**config.mk**
```make
export PLATFORM = sky130hd
export DESIGN_NAME = ps2_host_tx
export DESIGN_NICKNAME = d
export VERILOG_FILES = /design/src/rtl/ps2_host_tx.sv
export SDC_FILE = /design/constraint.sdc
export NUM_CORES = 1
export LEC_CHECK = 0
export ABC_AREA = 1
export BUFFER_PORTS_ARGS = -buffer_cell sky130_fd_sc_hd__buf_4
export CAP_MARGIN = 0
export CORE_UTILIZATION = 35
export CTS_CLUSTER_SIZE = 10
export DETAILED_ROUTE_END_ITERATION = 7
export PLACE_DENSITY = 0.64
export SYNTH_ARGS = -nofsm -noshare
export SYNTH_HDL_FRONTEND = slang
export SYNTH_SLANG_ARGS = --single-unit
```
**constraint.sdc**
```tcl
create_clock -name clk_sys -period 1.6 [get_ports clk_sys]
set_clock_uncertainty 0.05 [all_clocks]
set_input_delay 0.08 -clock clk_sys [delete_from_list [all_inputs] [get_ports clk_sys]]
set_output_delay 0.08 -clock clk_sys [all_outputs]
set_load 0.01 [all_outputs]
```
**src/rtl/ps2_host_tx.sv**
```systemverilog
// Host-to-device PS/2 command transmitter: inhibit, start, 8 data bits, odd parity, stop, device ACK.
// Define PS2_TX_RETRY_EN to retry a NACKed or timed-out byte up to twice before reporting failure.
module ps2_host_tx #(
  parameter int unsigned INHIBIT_CYCLES = 2500,
  parameter int unsigned TIMEOUT_CYCLES = 50000,
  parameter int unsigned FILTER_LEN     = 4
) (
  input  logic       clk_sys,
  input  logic       reset,
  input  logic [7:0] tx_data,
  input  logic       tx_valid,
  output logic       tx_ready,
  input  logic       ps2_clk_i,
  input  logic       ps2_dat_i,
  output logic       ps2_clk_oe,
  output logic       ps2_dat_oe,
  output logic       busy,
  output logic       done,
  output logic       ack_ok,
  output logic       error
);

  localparam int unsigned MAX_CNT = (INHIBIT_CYCLES > TIMEOUT_CYCLES) ? INHIBIT_CYCLES : TIMEOUT_CYCLES;
  localparam int unsigned TMR_W   = $clog2(MAX_CNT + 1);
  localparam int unsigned FLT_W   = $clog2(FILTER_LEN + 1);
`ifdef PS2_TX_RETRY_EN
  localparam logic [1:0]  MAX_RETRY = 2'd2;
`else
  localparam logic [1:0]  MAX_RETRY = 2'd0;
`endif

  typedef enum logic [2:0] {
    S_IDLE, S_INHIBIT, S_START, S_DATA, S_PARITY, S_ACK, S_WAIT_IDLE
  } state_t;

  state_t             state;
  logic               clk_s1, clk_s2, dat_s1, dat_s2;
  logic               clk_f, clk_fd;
  logic [FLT_W-1:0]   flt_cnt;
  logic [TMR_W-1:0]   tmr;
  logic [7:0]         data_q;
  logic               par_q;
  logic [3:0]         idx;
  logic               nack;
  logic [1:0]         attempt;
  logic               fall;
  logic               active;
  logic               tmo;
  logic               fail;

  // Synchronizers plus a run-length glitch filter on the clock line
  always_ff @(posedge clk_sys) begin
    if (reset) begin
      clk_s1  <= 1'b1;
      clk_s2  <= 1'b1;
      dat_s1  <= 1'b1;
      dat_s2  <= 1'b1;
      clk_f   <= 1'b1;
      clk_fd  <= 1'b1;
      flt_cnt <= '0;
    end else begin
      clk_s1 <= ps2_clk_i;
      clk_s2 <= clk_s1;
      dat_s1 <= ps2_dat_i;
      dat_s2 <= dat_s1;
      clk_fd <= clk_f;
      if (clk_s2 == clk_f) begin
        flt_cnt <= '0;
      end else if (flt_cnt == FLT_W'(FILTER_LEN - 1)) begin
        clk_f   <= clk_s2;
        flt_cnt <= '0;
      end else begin
        flt_cnt <= flt_cnt + 1'b1;
      end
    end
  end

  assign fall   = clk_fd & ~clk_f;
  assign active = (state == S_START) || (state == S_DATA) || (state == S_PARITY) ||
                  (state == S_ACK) || (state == S_WAIT_IDLE);
  assign tmo    = (tmr == TMR_W'(TIMEOUT_CYCLES - 1));
  // Timeout takes priority over a coincident fall; a NACK completes only once the bus is idle
  assign fail   = (active && tmo) || ((state == S_WAIT_IDLE) && clk_f && dat_s2 && nack);

  always_ff @(posedge clk_sys) begin
    if (reset) begin
      state      <= S_IDLE;
      tx_ready   <= 1'b1;
      ps2_clk_oe <= 1'b0;
      ps2_dat_oe <= 1'b0;
      busy       <= 1'b0;
      done       <= 1'b0;
      ack_ok     <= 1'b0;
      error      <= 1'b0;
      tmr        <= '0;
      data_q     <= '0;
      par_q      <= 1'b0;
      idx        <= '0;
      nack       <= 1'b0;
      attempt    <= '0;
    end else begin
      done <= 1'b0;
      if (active) tmr <= fall ? '0 : tmr + 1'b1;
      if (fail) begin
        ps2_clk_oe <= 1'b0;
        ps2_dat_oe <= 1'b0;
        tmr        <= '0;
        if (attempt != MAX_RETRY) begin
          attempt    <= attempt + 1'b1;
          ps2_clk_oe <= 1'b1;
          state      <= S_INHIBIT;
        end else begin
          done     <= 1'b1;
          error    <= 1'b1;
          ack_ok   <= 1'b0;
          busy     <= 1'b0;
          tx_ready <= 1'b1;
          state    <= S_IDLE;
        end
      end else begin
        case (state)
          S_IDLE: begin
            if (tx_valid) begin
              data_q     <= tx_data;
              par_q      <= ~^tx_data;
              busy       <= 1'b1;
              tx_ready   <= 1'b0;
              ack_ok     <= 1'b0;
              error      <= 1'b0;
              attempt    <= '0;
              tmr        <= '0;
              ps2_clk_oe <= 1'b1;
              state      <= S_INHIBIT;
            end
          end
          S_INHIBIT: begin
            if (tmr == TMR_W'(INHIBIT_CYCLES - 1)) begin
              tmr        <= '0;
              ps2_clk_oe <= 1'b0;
              ps2_dat_oe <= 1'b1;
              state      <= S_START;
            end else begin
              tmr <= tmr + 1'b1;
            end
          end
          S_START: begin
            if (fall) begin
              ps2_dat_oe <= ~data_q[0];
              idx        <= 4'd1;
              state      <= S_DATA;
            end
          end
          S_DATA: begin
            if (fall) begin
              if (idx == 4'd8) begin
                ps2_dat_oe <= ~par_q;
                state      <= S_PARITY;
              end else begin
                ps2_dat_oe <= ~data_q[idx[2:0]];
                idx        <= idx + 1'b1;
              end
            end
          end
          S_PARITY: begin
            if (fall) begin
              ps2_dat_oe <= 1'b0;
              state      <= S_ACK;
            end
          end
          S_ACK: begin
            if (fall) begin
              nack  <= dat_s2;
              state <= S_WAIT_IDLE;
            end
          end
          S_WAIT_IDLE: begin
            if (clk_f && dat_s2) begin
              done     <= 1'b1;
              ack_ok   <= 1'b1;
              error    <= 1'b0;
              busy     <= 1'b0;
              tx_ready <= 1'b1;
              state    <= S_IDLE;
            end
          end
          default: state <= S_IDLE;
        endcase
      end
    end
  end

endmodule

```
==> results.toml <==
[run_status]
status = "complete, but fails checks"
violations = "setup timing"

[sta]
hold_viol = 0
hold_ws_ns = 0.0239
relSlewSlack_pct = 67.9
tightest_slew_ns = 0.482
rsz0062_at_grt = "yes"
fmax_mhz = 613
setup_violations = 18
min_period_ns = 1.63
min_period_over_period_pct = 102
fin_ws_ns = -0.0309
final_max_slew_viol_count = 0

[worst_hold_path]
min_path_type = "primary input to flip-flop"
min-delay-start = "reset"
hold_depth = 2

[power]
pwr-share-clk_pct = 16.4
p_per_area_nw_per_um2 = 1250
p_int_mw = 2.84
totalPowerFinal_mw = 4.88
p_seq_share_pct = 33.4
combPwrFrac_pct = 50.2
p_sw_share_pct = 41.7
peakVddDrop_v = 0.000583
p_switching_mw = 2.04
p_leak_nw = 1.76

[die]
die_area_um2 = 8500
die_h_um = 92.2
core_um2 = 7810
std_cell_rows = 32
die_w_um = 92.2
pin_count = 20
start_util_pct = 36.5

[critical_path]
worst_path_max_delay_cell = "dfxtp_2"
r2r_slack_ns = -0.03
path_class = "flip-flop to flip-flop"
critPathLaunch = "tmr[1]$_SDFF_PP0_"
worstSetupEndpoint = "tmr[14]$_SDFF_PP0_"
worstPathRequired_ns = 1.80
crit_chain = "ha_4, buf_6, nand3_1, nor2_1, buf_4, inv_2, nor2_4, nand2_2, xor2_1, nand2_1, a21oi_2"
critPathTopFamily = "simple AND/OR/NAND/NOR gates"
crit_fanout = 4
crit_buf_inv = 3
start_kind = "flip-flop"
rr_worst_depth = 11
cpPeakStageDelay_ns = 0.37
end_kind = "flip-flop"
crit_cells = 11
r2r-end = "tmr[14]$_SDFF_PP0_"
r2r_start = "tmr[1]$_SDFF_PP0_"
arrival_ns = 1.84

[yosys]
synthArstFlopShare_pct = 0
synth-edff-count = 0
ys_warn_count = 0
synth_simple_gate_area_share_pct = 35.0
synth-xor-area-share_pct = 4.62
synth_top_area_cell = "dfxtp_1"
synth.area.top_cells = "dfxtp_1 (36%), nand2_1 (15%), nor2_1 (7.3%)"
synth_cells = 425
syn_nets = 444
synthAdderAreaFrac_pct = 2.64
yosysUniqueCellTypes = 33
ys_seq_area_share_pct = 35.9
avgSynthCellArea_um2 = 6.70
synth_top_area_share_pct = 35.9
synth_top_family_by_area = "simple AND/OR/NAND/NOR gates"
synth_area_um2 = 2850
synth_compound_area_share_pct = 13.5
synth-main-ff-cell = "dfxtp_1"
synth_mux_area_share_pct = 0.352
ys_ff_latch = 51

[route]
wl_um = 6950
wire_per_inst_um = 11.6
via_count = 2864
dr.first_iter.drc_count = 90
vias_per_cell = 4.77
drtAntennaViolNets = 0
drt_first_pass_iters = 4
drc_errors = 0

[clock_tree]
clock_path_buffers = 2
cts_root_buf = "clkbuf_8"
clk_pin_slew_ns = 0.11
tritoncts = "done"
cts_max_level = 2
clock_latency_ns = 0.31
numCtsBuffers = 5
clock-sinks = 51

[global_route]
grtUsageTotal_pct = 16.7
use_met3_pct = 3.48
antenna_found_initial = 0
overflow = 0
met1_usage_pct = 20.3
use_met2_pct = 29.4
grt_pass1_vias = 2667
grt_max_degree = 18
grt_pass1_wl_um = 11500
gr-max-usage-layer = "met2"

[cells_and_area]
mostFrequentLayoutCell = "nand2_1"
final_cell_mix = "nand2_1 (96), buf_4 (60), inv_1 (41), nor2_1 (41), dfxtp_1 (41)"
areaGrowthSynthToFinish_pct = 37.1
final_layout_size_suffix_gt1_share_pct = 33.5
seq_area_um2 = 1050
multi_input_area_um2 = 1850
fillers = 777
antenna_cells = 0
fin_nets = 516

[placed_design]
gp_congestion = 0.868
port_buffers = 19
dp.final_hpwl_um = 5280

[run]
drv_cap = 0
==> metal layers <==
metal / share of wire [%] / wire [um]
met3: 3.7 / 256
met5: 0 / 0
met4: 1.6 / 109
met1: 46 / 3180
met2: 49 / 3400
==> final cells by class <==
cell class / count / area share, %
tap: 102 / 3.27
inverter: 52 / 5.32
multi-input combinational: 316 / 47.5
sequential: 51 / 26.8
timing repair buffer: 71 / 14.8
clock inverter: 3 / 0.609
clock buffer: 5 / 1.76
==> power by group through the flow <==
stage,combinational [mW],clock (mW),sequential (mW)
floorplan,1.23,0,1.64
detailed placement,2.06,0,1.63
global placement,2.03,0,1.63
global route,2.73,0.891,1.65
CTS,2.12,0.824,1.61
finish,2.45,0.798,1.63
==> sequential cells by signal (all words and copies together) (netlist names), 2 cells and up <==
register,cells
attempt,2
tmr,16
state,3
idx,4
flt_cnt,3
data_q,8
==> worst reg2reg max path, stage by stage (launching register included) <==
cell and delay [ns]:
dfxtp_2 0.37, ha_4 0.17, buf_6 0.09, nand3_1 0.06, nor2_1 0.12, buf_4 0.14
inv_2 0.05, nor2_4 0.09, nand2_2 0.06, xor2_1 0.16, nand2_1 0.09, a21oi_2 0.13
==> worst min path at each step <==
stage                              to  slack (ns)
2_1_floorplan       clk_s1$_SDFF_PP1_        0.13
3_3_place_gp        dat_s1$_SDFF_PP1_        0.21
3_5_place_dp        clk_s1$_SDFF_PP1_        0.22
4_1_cts        data_q[5]$_SDFFE_PP0P_        0.02
5_1_grt        data_q[5]$_SDFFE_PP0P_        0.02
6_report          idx[3]$_SDFFE_PP0P_        0.02
==> synth_stat cells (2+ instances only) <==
| master | count |
|---|---|
| nand4_1 | 6 |
| o21ai_1 | 4 |
| a21oi_2 | 9 |
| dfxtp_1 | 51 |
| nor3_1 | 2 |
| nand3_2 | 2 |
| a21oi_1 | 25 |
| clkbuf_1 | 4 |
| inv_1 | 45 |
| nand2_1 | 116 |
| inv_2 | 7 |
| nor2_2 | 2 |
| o22ai_1 | 2 |
| xor2_1 | 9 |
| nand3_1 | 31 |
| or2_2 | 6 |
| nand2_2 | 3 |
| ha_1 | 6 |
| nor2_1 | 55 |
| o21ai_0 | 22 |
| xnor2_1 | 6 |
==> cells by family after synthesis <==
| family | Yosys count |
|---|---|
| AND/OR/NAND/NOR | 227 |
| AO/OA/AOI/OAI | 67 |
| buffers and inverters | 58 |
| multiplexers | 1 |
| adder cells (fa/ha/maj) | 6 |
| flip-flops | 51 |
| XOR/XNOR | 15 |
==> timing repair <==
action,CTS,global route
pin swaps,4,31
hold buffers,6,0
hold endpoints to repair,6,0
resized for setup,12,79
gates cloned,0,0
buffers inserted,0,3
setup endpoints to repair,31,39
==> per-stage QoR <==
step	setup TNS (ns)	area [um^2]	instances	worst slack (ns)	util (%)
finish	-0.236	3900	600	-0.0309	50.0
global route	-2.94	3900	600	-0.127	50.0
CTS	-0.0211	3630	597	-0.00763	46.5
detailed placement	-1.51	3440	583	-0.0986	44.1
global placement	-0.684	3440	583	-0.0541	44.1
floorplan	0	2870	425	0.0105	-
Power figures use the tool's default switching activity.
